File: src/rtl/frame_seq_gen.sv
// Multi-channel DAC frame sequencer: pulls FIFO words and shifts them MSB-first on NUM_CH lanes with CCLK/FRAME.
// Optional per-word even-parity bit when FRAME_SEQ_PARITY_EN is defined.
module frame_seq_gen #(
  parameter int unsigned DATA_W   = 8,
  parameter int unsigned NUM_CH   = 2,
  parameter int unsigned CNT_W    = 32,
  parameter int unsigned CCLK_DIV = 2
) (
  input  logic                     ti_clk,
  input  logic                     rst,
  input  logic                     start,
  input  logic                     abort,
  input  logic                     loop_mode,
  input  logic [CNT_W-1:0]         reg_length,
  input  logic [CNT_W-1:0]         reg_delay,
  input  logic [CNT_W-1:0]         reg_gap,
  input  logic [CNT_W-1:0]         read_byte_count,
  input  logic [DATA_W*NUM_CH-1:0] fifo_dout,
  output logic                     frame_rd_en,
  output logic                     FRAME,
  output logic                     CCLK,
  output logic [NUM_CH-1:0]        SDATA,
  output logic                     dac_ready,
  output logic                     busy,
  output logic                     underrun
);

`ifdef FRAME_SEQ_PARITY_EN
  localparam int unsigned NBITS = DATA_W + 1;
`else
  localparam int unsigned NBITS = DATA_W;
`endif
  localparam int unsigned BIT_W  = $clog2(NBITS + 1);
  localparam int unsigned DIV_W  = $clog2(2 * CCLK_DIV + 1);
  localparam int unsigned WORD_W = DATA_W * NUM_CH;
  localparam int unsigned SREG_W = NBITS * NUM_CH;

  typedef enum logic [2:0] {IDLE, WAIT_DATA, PRIME, SHIFT, GAP, DONE} state_t;

  state_t             state, state_nxt;
  logic [CNT_W-1:0]   sh_len, sh_delay, sh_gap;
  logic               sh_loop;
  logic [CNT_W-1:0]   frame_cnt, words_left, gap_cnt;
  logic [DIV_W-1:0]   div_cnt;
  logic [BIT_W-1:0]   bit_idx;
  logic [SREG_W-1:0]  sreg;
  logic [WORD_W-1:0]  hold;
  logic               cap_pend;

  logic               accept_c, fetch_c, phase_mid_c, phase_last_c, bit_last_c;
  logic               word_last_c, frame_end_c, more_c, prefetch_c, starve_c;
  logic [WORD_W-1:0]  load_src_c;
  logic [SREG_W-1:0]  load_lanes_c, shl_c;

  // State register
  always_ff @(posedge ti_clk) begin
    if (rst) state <= IDLE;
    else     state <= state_nxt;
  end

  // Next-state logic; abort overrides every transition
  always_comb begin
    state_nxt = state;
    case (state)
      IDLE:      if (accept_c) state_nxt = WAIT_DATA;
      WAIT_DATA: if (frame_rd_en) state_nxt = PRIME;
      PRIME:     state_nxt = SHIFT;
      SHIFT:     if (frame_end_c)
                   state_nxt = !more_c ? DONE : ((sh_gap != '0) ? GAP : WAIT_DATA);
      GAP:       if (gap_cnt <= CNT_W'(1)) state_nxt = WAIT_DATA;
      DONE:      state_nxt = IDLE;
      default:   state_nxt = IDLE;
    endcase
    if (abort) state_nxt = IDLE;
  end

  // Control decode
  always_comb begin
    accept_c     = (state == IDLE) && start && (reg_length != '0) && (reg_delay != '0);
    fetch_c      = (state == WAIT_DATA) && !frame_rd_en && (read_byte_count >= sh_len);
    phase_mid_c  = (div_cnt == DIV_W'(CCLK_DIV - 1));
    phase_last_c = (div_cnt == DIV_W'(2 * CCLK_DIV - 1));
    bit_last_c   = (bit_idx == BIT_W'(NBITS - 1));
    word_last_c  = (words_left == CNT_W'(1));
    frame_end_c  = (state == SHIFT) && phase_last_c && bit_last_c && word_last_c;
    more_c       = sh_loop || (frame_cnt > CNT_W'(1));
    prefetch_c   = (state == SHIFT) && phase_last_c && !word_last_c &&
                   (bit_idx == BIT_W'(NBITS - 2));
    starve_c     = (read_byte_count == '0);
  end

  // Lane packing: each lane holds its word (plus parity) with the next bit to send at the top
  always_comb begin
    load_src_c   = (state == PRIME) ? fifo_dout : hold;
    load_lanes_c = '0;
    shl_c        = '0;
    SDATA        = '0;
    for (int ch = 0; ch < NUM_CH; ch++) begin
`ifdef FRAME_SEQ_PARITY_EN
      load_lanes_c[ch*NBITS +: NBITS] = {load_src_c[ch*DATA_W +: DATA_W],
                                         ^load_src_c[ch*DATA_W +: DATA_W]};
`else
      load_lanes_c[ch*NBITS +: NBITS] = load_src_c[ch*DATA_W +: DATA_W];
`endif
      shl_c[ch*NBITS +: NBITS] = {sreg[ch*NBITS +: NBITS-1], 1'b0};
      SDATA[ch] = sreg[ch*NBITS + NBITS - 1];
    end
  end

  // Datapath and registered outputs
  always_ff @(posedge ti_clk) begin
    if (rst || abort) begin
      dac_ready   <= 1'b1;
      busy        <= 1'b0;
      frame_rd_en <= 1'b0;
      FRAME       <= 1'b0;
      CCLK        <= 1'b0;
      underrun    <= 1'b0;
      sh_len      <= '0;
      sh_delay    <= '0;
      sh_gap      <= '0;
      sh_loop     <= 1'b0;
      frame_cnt   <= '0;
      words_left  <= '0;
      gap_cnt     <= '0;
      div_cnt     <= '0;
      bit_idx     <= '0;
      sreg        <= '0;
      hold        <= '0;
      cap_pend    <= 1'b0;
    end else begin
      dac_ready   <= (state_nxt == IDLE);
      busy        <= (state_nxt != IDLE);
      frame_rd_en <= fetch_c || (prefetch_c && !starve_c);
      cap_pend    <= frame_rd_en && (state == SHIFT);
      if (cap_pend) hold <= fifo_dout;
      // Starved prefetch: skip the read and send a zero word
      if (prefetch_c && starve_c) begin
        hold     <= '0;
        underrun <= 1'b1;
      end
      if (accept_c) begin
        sh_len    <= reg_length;
        sh_delay  <= reg_delay;
        sh_gap    <= reg_gap;
        sh_loop   <= loop_mode;
        frame_cnt <= reg_delay;
        underrun  <= 1'b0;
      end
      case (state)
        PRIME: begin
          sreg       <= load_lanes_c;
          FRAME      <= 1'b1;
          div_cnt    <= '0;
          bit_idx    <= '0;
          words_left <= sh_len;
        end
        SHIFT: begin
          div_cnt <= phase_last_c ? '0 : div_cnt + DIV_W'(1);
          if (phase_mid_c) CCLK <= 1'b1;
          if (phase_last_c) begin
            CCLK <= 1'b0;
            if (!bit_last_c) begin
              sreg    <= shl_c;
              bit_idx <= bit_idx + BIT_W'(1);
            end else if (!word_last_c) begin
              sreg       <= load_lanes_c;
              bit_idx    <= '0;
              words_left <= words_left - CNT_W'(1);
            end else begin
              sreg    <= '0;
              bit_idx <= '0;
              FRAME   <= 1'b0;
              gap_cnt <= sh_gap;
              if (frame_cnt > CNT_W'(1)) frame_cnt <= frame_cnt - CNT_W'(1);
              else if (sh_loop)          frame_cnt <= sh_delay;
              else if (frame_cnt != '0)  frame_cnt <= frame_cnt - CNT_W'(1);
            end
          end
        end
        GAP: if (gap_cnt != '0) gap_cnt <= gap_cnt - CNT_W'(1);
        default: ;
      endcase
    end
  end

endmodule

File: config.mk
export PLATFORM = sky130hd
export DESIGN_NAME = frame_seq_gen
export DESIGN_NICKNAME = d
export VERILOG_FILES = /design/src/rtl/frame_seq_gen.sv
export SDC_FILE = /design/constraint.sdc
export NUM_CORES = 1
export LEC_CHECK = 0
export BUFFER_PORTS_ARGS = -buffer_cell sky130_fd_sc_hd__buf_2
export CAP_MARGIN = 20
export CORE_MARGIN = 2
export CORE_UTILIZATION = 40
export DETAILED_ROUTE_END_ITERATION = 12
export GPL_TIMING_DRIVEN = 1
export PLACE_DENSITY = 0.65
export RECOVER_POWER = 100
export SLEW_MARGIN = 20
export SYNTH_ARGS = -nofsm -noshare
export SYNTH_HDL_FRONTEND = slang
export SYNTH_SLANG_ARGS = --single-unit
File: constraint.sdc
create_clock -name ti_clk -period 4.55 [get_ports ti_clk]
set_input_delay 0.2275 -clock ti_clk [delete_from_list [all_inputs] [get_ports ti_clk]]
set_output_delay 0.2275 -clock ti_clk [all_outputs]
set_load 0.01 [all_outputs]
==> run metrics, run 1 <==
Synth Area in Compound Gates 18.3%; CP arrival 4.09 ns; Slew headroom -61.4%; H-Tree Depth 1; Least-Margin Pin Slew 2.42 ns; Setup Viol. Count Final 0; endpoint class of the critical path flip-flop; clock tree buffer depth 3; detailed-route DRC error count 0; Clock transition at path regs 0.06 ns; area of the mapped netlist 12800 um2; DR WL/cell between 15 and 20 um; WL met1 17.0 mm; Initial DRC Count roughly 840; Die H approximately 180 um; Max Fclk 0.269 GHz; status finished, violations left; yosys warns 0; hold slack final 0.0966 ns; PD cells 317 nW/um2; most frequent cells in the layout nor2_1 (255), dfxtp_1 (242), buf_2 (147); register bit count reported by yosys 242; top_reg_cell synth dfxtp_1; Setup crit start kind flip-flop; die area 33500 um2; setup TNS 0 ns; crit path kind reg -> reg; ys async rst share 0%; Hold Fails Final Rpt 0; post-layout min period 3.72 ns; Seq/Total Area, Yosys 37.8%; fill count 2978; CTS tree built; CTS Sinks approximately 240; Worst Hold Class in -> reg; gr usage total a little over a fifth; failing checks capacitance limit, slew limit; clk_lat worst skew 0.54 ns; Nets 1970; max-slew violations 65; Leak 6.28 nW; top layer reached by signal wires met4; Top-Level Pins 157; largest family of logic cells by synthesized area simple AND/OR/NAND/NOR gates; Max VDD drop roughly 0.27 mV; Initial Utilization 40.6%; Synth Area in Adders 4.20%; Tcrit/Tclk final 81.8%; Cells after Synth 1562; via count 12400; simple-gate share of the synthesized area between 20% and 30%; initial antenna violation count 2; die width 183 um; DR pass1 iterations 5; Cell Rows 65; layout cells sized above 1 about 13%; largest net degree at the start of global routing 114; first-pass GRT wire length 59.7 mm; DRT antenna net count 0; # port buffers 156; Clock Tree Root clkbuf_16; area grow syn2layout 23.8%; synthesized area per cell just over 8 um2; Synth cell types 59; WL final 37.0 mm; Via density 5.61; Mapped Nets 1754; Layout Utilization 50.2%; post-CTS setup buffers 0; vias in the first global route 11800; Max Cap Viol 1; post-synthesis mux area share 11.2%; met2 wire length 16.7 mm; post-cts gate resize count 0; XOR/XNOR share of the synthesized area 2.12%; RSZ-0062 raised after global routing false; DP Wirelength 24.8 mm; EDFF count, synth 0; CTS Buf Count 28; grt ovf 0; RD Place Congestion 0.897; WP data required approximately 4.9 ns; met3 routed WL roughly 2.2 mm; total core area 31600 um2; critical-path maximum fanout 25; worst-case clock skew 0.00907 ns; most common cell after layout, fill and taps aside nor2_1
## sequential cells by signal (all words and copies together), names as in the netlist
signal	flops
CCLK	1
FRAME	1
bit_idx	4
busy	1
cap_pend	1
dac_ready	1
div_cnt	3
frame_cnt	32
frame_rd_en	1
gap_cnt	32
hold	16
sh_delay	32
sh_gap	32
sh_len	32
sh_loop	1
sreg	16
state	3
underrun	1
words_left	32
## power breakdown
part,switching [W],internal (W),leakage (nW)
Combinational,0.000318,0.000307,3.89
Clock,0.000887,0.00132,0.435
Sequential,0.0000388,0.00216,1.96
Total,0.00124,0.00378,6.28
## synth_stat cells (10+ instances only)
| cell type | n | area share (%) |
|---|---|---|
| a211oi_1 | 19 | 1.1 |
| a21o_1 | 21 | 1.2 |
| a21oi_1 | 106 | 4.1 |
| a22o_1 | 15 | 1.0 |
| a22oi_1 | 34 | 2.0 |
| buf_1 | 11 | 0.32 |
| clkbuf_1 | 79 | 2.3 |
| dfxtp_1 | 242 | 38 |
| ha_1 | 43 | 4.2 |
| inv_1 | 51 | 1.5 |
| mux2i_1 | 139 | 11 |
| nand2_1 | 80 | 2.3 |
| nand3_1 | 25 | 0.98 |
| nand4_1 | 33 | 1.6 |
| nor2_1 | 256 | 7.5 |
| nor3_1 | 45 | 1.8 |
| nor4_1 | 56 | 2.7 |
| o21ai_0 | 86 | 3.4 |
| o22ai_1 | 31 | 1.5 |
| o31ai_1 | 10 | 0.59 |
| or3_1 | 13 | 0.64 |
| or4_1 | 13 | 0.76 |
| xnor2_1 | 18 | 1.2 |
| xor2_1 | 13 | 0.89 |
## cell families after synthesis
family | after synthesis
and+or+nand+nor | 575
AOI/OAI and AO/OA | 372
DFF | 242
buffers and inverters | 156
muxes | 143
adders and majority gates | 43
xor gates and xnor gates | 31
## stage by stage
step | std cells | worst slack [ns] | total power (W) | cell area, um2
finish | 2200 | 0.830 | 0.00503 | 15800
global route | 2200 | 0.546 | 0.00522 | 15800
CTS | 2198 | 1.25 | 0.00507 | 15900
detailed placement | 2036 | 1.25 | 0.00278 | 13800
global placement | 2036 | 1.31 | 0.00277 | 13800
floorplan | 1562 | 1.86 | 0.00260 | 12800
## metal layers
| layer | track usage, % | up-vias |
|---|---|---|
| li1 | - | 6092 |
| met1 | 29.0 | 5820 |
| met2 | 34.8 | 364 |
| met3 | 3.61 | 75 |
| met4 | 6.53 | 0 |
| met5 | 0 | - |
## worst paths after layout
kind,slack (ns),from,cells after the start,to
hold / removal,0.1,abort,3,state[1]$_SDFF_PP0_
setup / recovery,0.83,words_left[20]$_SDFFE_PP0P_,7,frame_cnt[14]$_SDFF_PP0_
hold reg to reg,0.46,sreg[14]$_SDFFE_PP0P_,2,sreg[14]$_SDFFE_PP0P_
setup reg to reg,0.83,words_left[20]$_SDFFE_PP0P_,7,frame_cnt[14]$_SDFF_PP0_
## layout make-up
class | instances | area (um2) | share of cell area, %
diodes | 2 | 5.00 | 0.0316
clock inverters | 9 | 100 | 0.632
repair buffers | 291 | 2060 | 13.0
well taps | 402 | 503 | 3.17
multi-input cells | 1164 | 7350 | 46.4
inverters | 51 | 191 | 1.21
flip-flops and latches | 242 | 4840 | 30.6
clock buffers | 39 | 793 | 5.01
## critical path, cell delays in order, from the launching register on
cell      delay (ns)
dfxtp_1         0.36
or4_1           0.66
or3_1           0.48
nor4_4          0.27
clkbuf_1        0.65
o21ai_0         0.19
nand2_1         0.71
o22ai_1         0.21
## timing repair
| action | 4_1_cts | 5_1_grt |
|---|---|---|
| hold endpoints to repair | 114 | 0 |
| endpoints found under the setup margin | 0 | 0 |
| hold buffers | 114 | 0 |
(Power assumes the default switching activity.)
==> run 2, diff against run 1 <==
ABC_AREA = 1   (was default)
clock period = 3.6 ns   (was 4.55 ns; I/O delays follow)
==> run 2 against run 1 <==
Non-clock buffer count down 3. Power up 31%. Synthesized cell count up 39%. The run still ends with capacitance limit, slew limit left. Global-route usage up 1.9 points.
==> run metrics, run 2 <==
slowest CP cell clkbuf_2; top_reg_cell synth dfxtp_1; Synth cell types 47 (-20%); detailed-route DRC error count 0 (unchanged); critical-path maximum fanout 71 (+180%); status finished, violations left; area of the multi-input gates 7850 um2 (+6.8%); EDFF count, synth 0 (unchanged); top layer reached by signal wires met4; Cell Area, Placed 15200 um2 (+9.7%); WL met1 19.8 mm (+16%); synthesized area per cell 6.53 um2 (-20%); Setup crit start kind input port; WL final 43.5 mm (+18%); DRT antenna net count 0 (unchanged); Max Cap Viol 1 (unchanged); die area 36900 um2 (+10%); Setup Viol. Count Final 0 (unchanged); Tcrit/Tclk final 82.2%; Top-Level Pins 157 (unchanged); WP data required 3.99 ns (-0.93 ns); via count 14900 (+21%); DR pass1 iterations 6 (+1); Slew headroom -9.45% (+52 points); met3 routed WL 2.23 mm (+0.63%); layout cells sized above 1 11.5% (-1.2 points); Clock Tree Root clkbuf_16; Hold Crit Endpoint sh_len[1]$_SDFFE_PP0P_; Cell Rows 68 (+4.6%); first-pass GRT wire length 70.2 mm (+18%); PD cells 382 nW/um2 (+20%); Least-Margin Pin Slew 1.64 ns (-0.779 ns); Worst Setup Slack, final 0.640 ns (-0.190 ns); CTS Buf Count 29 (+3.6%); Seq/Total Area, Yosys 34.2% (-3.6 points); setup TNS 0 ns (unchanged); Hold Fails Final Rpt 0 (unchanged); CTS Sinks 242 (unchanged); register bit count reported by yosys 242 (unchanged); clk_lat worst skew 0.56 ns (+0.02 ns); worst hold path startpoint reg_length[1]; largest net degree at the start of global routing 99 (-13%); met2 wire length 19.8 mm (+19%); DR WL/cell 15.2 um (-9.4%); most frequent cells in the layout nand2_1 (500), nor2_1 (258), dfxtp_1 (242); hold path cells 3 (unchanged); Initial DRC Count 1244 (+49%); FF-to-FF End gap_cnt[11]$_SDFFE_PP0P_; grt ovf 0 (unchanged); Max Fclk 0.338 GHz; Worst R2R Start words_left[1]$_SDFFE_PP0P_; WP buf/inv 5 (+4); RD Place Congestion 0.904 (+0.77%); Worst Hold Class in -> reg; most common cell in the netlist nand2_1; Max VDD drop 0.392 mV (+47%); antenna cells 0 (-2); die width 192 um (+5.0%); Mapped Nets 2361 (+35%); vias in the first global route 14100 (+19%); fill count 3557 (+19%); slowest stage delay, CP 1.18 ns (+0.47 ns); Initial Utilization 40.8% (+0.20 points); area of the mapped netlist 14200 um2 (+11%); Nets 2578 (+31%); post-layout min period 2.96 ns; Layout Utilization 49.5% (-0.75 points); Setup Slack @ Placement 1.07 ns (-0.185 ns); Cells after Synth 2169 (+39%); CP arrival 3.35 ns (-0.74 ns); clock tree buffer depth 3 (unchanged); # port buffers 156 (unchanged); CP top delay family buffers and inverters; Leak 7.46 nW (+19%); post-synth top area share 34.2% (-3.6 points); initial antenna violation count 0 (-2); DP Wirelength 30.4 mm (+23%); Synth area leader dfxtp_1; worst-case clock skew 0.0334 ns (+0.0243 ns); most frequent cells after synthesis nand2_1 (498), nor2_1 (258), dfxtp_1 (242), inv_1 (230), o21ai_0 (218); most common cell after layout, fill and taps aside nand2_1; CTS tree built; yosys warns 0 (unchanged); endpoint class of the critical path flip-flop; R2R Setup Slk 0.72 ns (-0.11 ns); crit path kind in -> reg; Via density 5.22 (-7.0%); ys async rst share 0% (unchanged); R2R depth 14 (+7); gr usage total 23.3% (+1.9 points); Post-Layout Inst Area 17200 um2 (+8.4%); max-slew violations 72 (+11%); sequential cell area 4840 um2 (unchanged); worst path cell trace dlygate4sd3_1 -> clkbuf_1 -> nor2_1 -> clkinvlp_2 -> clkbuf_2 -> clkbuf_2 -> nor2_1; failing checks capacitance limit, slew limit; H-Tree Depth 1 (unchanged); RSZ-0062 raised after global routing false; Final Power 0.00656 W (+31%); Clock transition at path regs 0.07 ns (about the same); total core area 34700 um2 (+10%); Die H 192 um (+5.0%); top cells by area, synth dfxtp_1 (34%), nand2_1 (13%), o21ai_0 (7.7%); area grow syn2layout 21.3%
[run 2: cell types whose count changed after synthesis, moves of 20 or more]
cell,delta
clkbuf_1,-21
a21o_1,-21
inv_1,+179
nor3_1,-22
mux2i_1,-131
buf_2,+20
nor4_1,-53
nand3_1,+64
o21ai_0,+132
nand2_1,+418
a21oi_1,+104
a22oi_1,-34
[run 2: kinds of logic after synthesis]
group                      count (synthesis)  synth area share (%)
and+or+nand+nor                          968                  29.2
muxes                                      8                 0.566
xor gates and xnor gates                  35                  2.17
buffers and inverters                    348                  10.0
AOI/OAI and AO/OA                        525                  20.0
adders and majority gates                 43                  3.80
DFF                                      242                  34.2
[run 2: worst max-delay path by stage]
stage / startpoint / endpoint / slack [ns] / cells past startpoint
finish: abort / words_left[5]$_SDFFE_PP0P_ / 0.64 / 7
global route: state[2]$_SDFF_PP0_ / words_left[30]$_SDFFE_PP0P_ / 0.42 / 11
CTS: div_cnt[0]$_SDFFE_PP0P_ / words_left[22]$_SDFFE_PP0P_ / 1.04 / 11
detailed placement: div_cnt[0]$_SDFFE_PP0P_ / words_left[22]$_SDFFE_PP0P_ / 1.07 / 11
global placement: gap_cnt[0]$_SDFFE_PP0P_ / gap_cnt[20]$_SDFFE_PP0P_ / 1.14 / 12
floorplan: frame_cnt[0]$_SDFF_PP0_ / frame_cnt[10]$_SDFF_PP0_ / 1.77 / 11
[run 2: tightest hold or removal path: cells and delay by family]
kind                   cells  cell delay [ns]
buffers and inverters      1             0.08
AO/OA/AOI/OAI              2             0.31
[run 2: cell type report]
cell class	count	share of cell area (%)
multi-input cells	1579	45.7
clock inverters	5	0.350
inverters	246	5.38
repair buffers	288	11.8
well taps	455	3.32
flip-flops and latches	242	28.2
clock buffers	44	5.19
[run 2: routing by layer]
layer | up-vias | track usage, %
li1 | 7524 | -
met1 | 6819 | 31.1
met2 | 462 | 38.4
met3 | 116 | 2.54
met4 | 0 | 9.10
met5 | - | 0
[run 2: power by group]
| group | switching, W | total, W | internal, W | leakage (nW) |
|---|---|---|---|---|
| Sequential | 0.0000362 | 0.00277 | 0.00274 | 1.96 |
| Combinational | 0.000506 | 0.000852 | 0.000346 | 5.03 |
| Clock | 0.00118 | 0.00294 | 0.00176 | 0.468 |
| Total | 0.00172 | 0.00656 | 0.00484 | 7.46 |
[run 2: repair_timing]
item | in CTS | in global routing
resized for setup | 0 | 0
hold buffers | 113 | 0
hold endpoints to repair | 114 | 0
buffers inserted | 0 | 0
[run 2: stage by stage]
| stage | std cells | hold slack [ns] |
|---|---|---|
| 6_report | 2859 | 0.0513 |
| 3_3_place_gp | 2697 | 0.419 |
| 2_1_floorplan | 2169 | 0.252 |
| 5_1_grt | 2859 | 0.0930 |
| 4_1_cts | 2859 | 0.0288 |
| 3_5_place_dp | 2697 | 0.428 |
==> run 3, diff against run 2 <==
ABC_AREA = 0   (was 1)
clock period = 2.8 ns   (was 3.6 ns; I/O delays follow)
==> run 3 against run 2 <==
Count of clock-buffer cells in the layout fell by 1. Worst hold slack improved by 0.11 ns. Die area is 9.4% lower. The flow still finishes with violations (capacitance limit, slew limit). Design area is 5.5% lower. Sequential share of layout area up 1.6 points. Sequential power up 29%. Critical path type unchanged. Wire length down 15%. Worst setup slack lost 0.57 ns. Power increased by 29%. Flip-flop and latch count unchanged. Register-to-register slack got worse by 0.58 ns. Combinational power is 22% higher.
==> run metrics, run 3 (synthesis results as in run 1) <==
status finished, violations left; failing checks capacitance limit, slew limit; Max VDD drop 0.519 mV (+32%); CP arrival 3.16 ns (-0.19 ns); WL met1 17.1 mm (-14%); die width 183 um (-4.8%); Top cell by count, worst path nor2_1; area of the multi-input gates 7360 um2 (-6.3%); DP Wirelength 25.3 mm (-17%); RSZ-0062 raised after global routing false; Via density 5.58 (+6.9%); Clock Tree Root clkbuf_16; PD cells 520 nW/um2 (+36%); Slew headroom -20.2% (-11 points); worst path cell trace dlygate4sd3_1 -> clkbuf_1 -> nor4_1 -> nand4_1 -> nor2_1 -> nor3_1 -> buf_6 -> clkbuf_2 -> mux2i_1 -> nor2_1; H-Tree Depth 1 (unchanged); most common cell after layout, fill and taps aside nor2_1; layout cells sized above 1 14.5% (+3.0 points); die area 33500 um2 (-9.4%); worst-case clock skew 0.0184 ns (-0.0150 ns); Least-Margin Pin Slew 1.80 ns (+0.161 ns); Max Fclk approximately 0.37 GHz; DR WL/cell 16.6 um (+9.2%); fill count 2984 (-16%); Nets 2002 (-22%); post-layout min period between 2 and 3 ns; Worst Setup Slack, final 0.0663 ns (-0.573 ns); Die H 183 um (-4.8%); slowest CP cell nor4_1; Setup Slack @ Placement 0.101 ns (-0.966 ns); met3 routed WL 1.90 mm (-15%); WL final 37.2 mm (-15%); Max Cap Viol 1 (unchanged); Hold Fails Final Rpt 0 (unchanged); Worst Hold Class in -> reg; initial antenna violation count 2 (+2); most frequent cells in the layout nor2_1 (255), dfxtp_1 (242), buf_2 (147); CTS Sinks 242 (unchanged); Clock transition at path regs 0.06 ns (about the same); setup TNS 0 ns (unchanged); CP top delay family simple AND/OR/NAND/NOR gates; sequential cell area 4840 um2 (unchanged); DRT antenna net count 0 (unchanged); Tcrit/Tclk final between 90 and 100%; critical-path maximum fanout 33 (-54%); WP data required 3.22 ns (-0.77 ns); clock tree buffer depth 3 (unchanged); clk_lat worst skew 0.54 ns (-0.02 ns); area grow syn2layout 26.8%; Setup crit start kind input port; Setup Viol. Count Final 0 (unchanged); grt ovf 0 (unchanged); detailed-route DRC error count 0 (unchanged); total core area 31600 um2 (-9.1%); first-pass GRT wire length 59.4 mm (-15%); WP buf/inv 4 (-1); Initial DRC Count 934 (-25%); endpoint class of the critical path flip-flop; max-slew violations 41 (-43%); # port buffers 156 (unchanged); slowest stage delay, CP 0.59 ns (-0.59 ns); top layer reached by signal wires met4; DR pass1 iterations 5 (-1); Leak 6.51 nW (-13%); via count 12500 (-16%); vias in the first global route 11900 (-16%); largest net degree at the start of global routing 69 (-30%); Cell Rows 65 (-4.4%); gr usage total 21.4% (-1.9 points); Top-Level Pins 157 (unchanged); RD Place Congestion 0.888 (-1.8%); Initial Utilization 40.6% (-0.20 points); crit path kind in -> reg; CTS tree built; met2 wire length 17.4 mm (-12%); Final Power 0.00845 W (+29%); CTS Buf Count 28 (-3.4%)
-- run 3: worst paths after layout --
check                                   start                     endpoint  slack (ns)  cells past startpoint
setup / recovery                 reg_delay[3]       sh_len[4]$_SDFFE_PP0P_        0.07                     10
setup reg to reg  words_left[21]$_SDFFE_PP0P_  words_left[11]$_SDFFE_PP0P_        0.14                      7
hold / removal            read_byte_count[15]       frame_rd_en$_SDFF_PP0_        0.17                      5
hold reg to reg     sh_delay[26]$_SDFFE_PP0P_     frame_cnt[26]$_SDFF_PP0_        0.46                      2
-- run 3: what timing repair did --
action / CTS / global route
endpoints found under the setup margin: 0 / 16
buffers inserted: 0 / 0
resized for setup: 0 / 2
hold endpoints to repair: 143 / 0
hold buffers: 115 / 0
-- run 3: through the flow --
step | hold slack [ns] | area [um2] | util, % | cells
6_report | 0.165 | 16200 | 51.4 | 2236
5_1_grt | 0.187 | 16200 | 51.4 | 2236
4_1_cts | 0.159 | 16300 | 51.7 | 2234
3_5_place_dp | 0.377 | 14200 | 44.9 | 2067
3_3_place_gp | 0.362 | 14200 | 44.9 | 2067
2_1_floorplan | 0.212 | 12800 | - | 1562
-- run 3: area by class of cell --
class / count / area share [%]
multi-input cells: 1164 / 45.3
flip-flops and latches: 242 / 29.8
repair buffers: 323 / 14.5
clock buffers: 43 / 5.23
well taps: 402 / 3.10
inverters: 51 / 1.18
clock inverters: 9 / 0.778
diodes: 2 / 0.0308
-- run 3: where the power goes --
part	switching, W	leakage (nW)	internal, W
Sequential	0.0000604	1.96	0.00351
Combinational	0.000527	4.06	0.000516
Clock	0.00148	0.484	0.00236
-- run 3: tightest hold or removal path, stage by stage --
cell and delay, ns:
buf_2 0.10, nor4_1 0.04, nand4_1 0.17, o21ai_0 0.10
a21oi_1 0.12
-- run 3: metal layers --
metal | global-route usage (%) | up-vias
li1 | - | 6168
met1 | 28.5 | 5928
met2 | 36.5 | 329
met3 | 3.14 | 55
met4 | 4.90 | 0
met5 | 0 | -
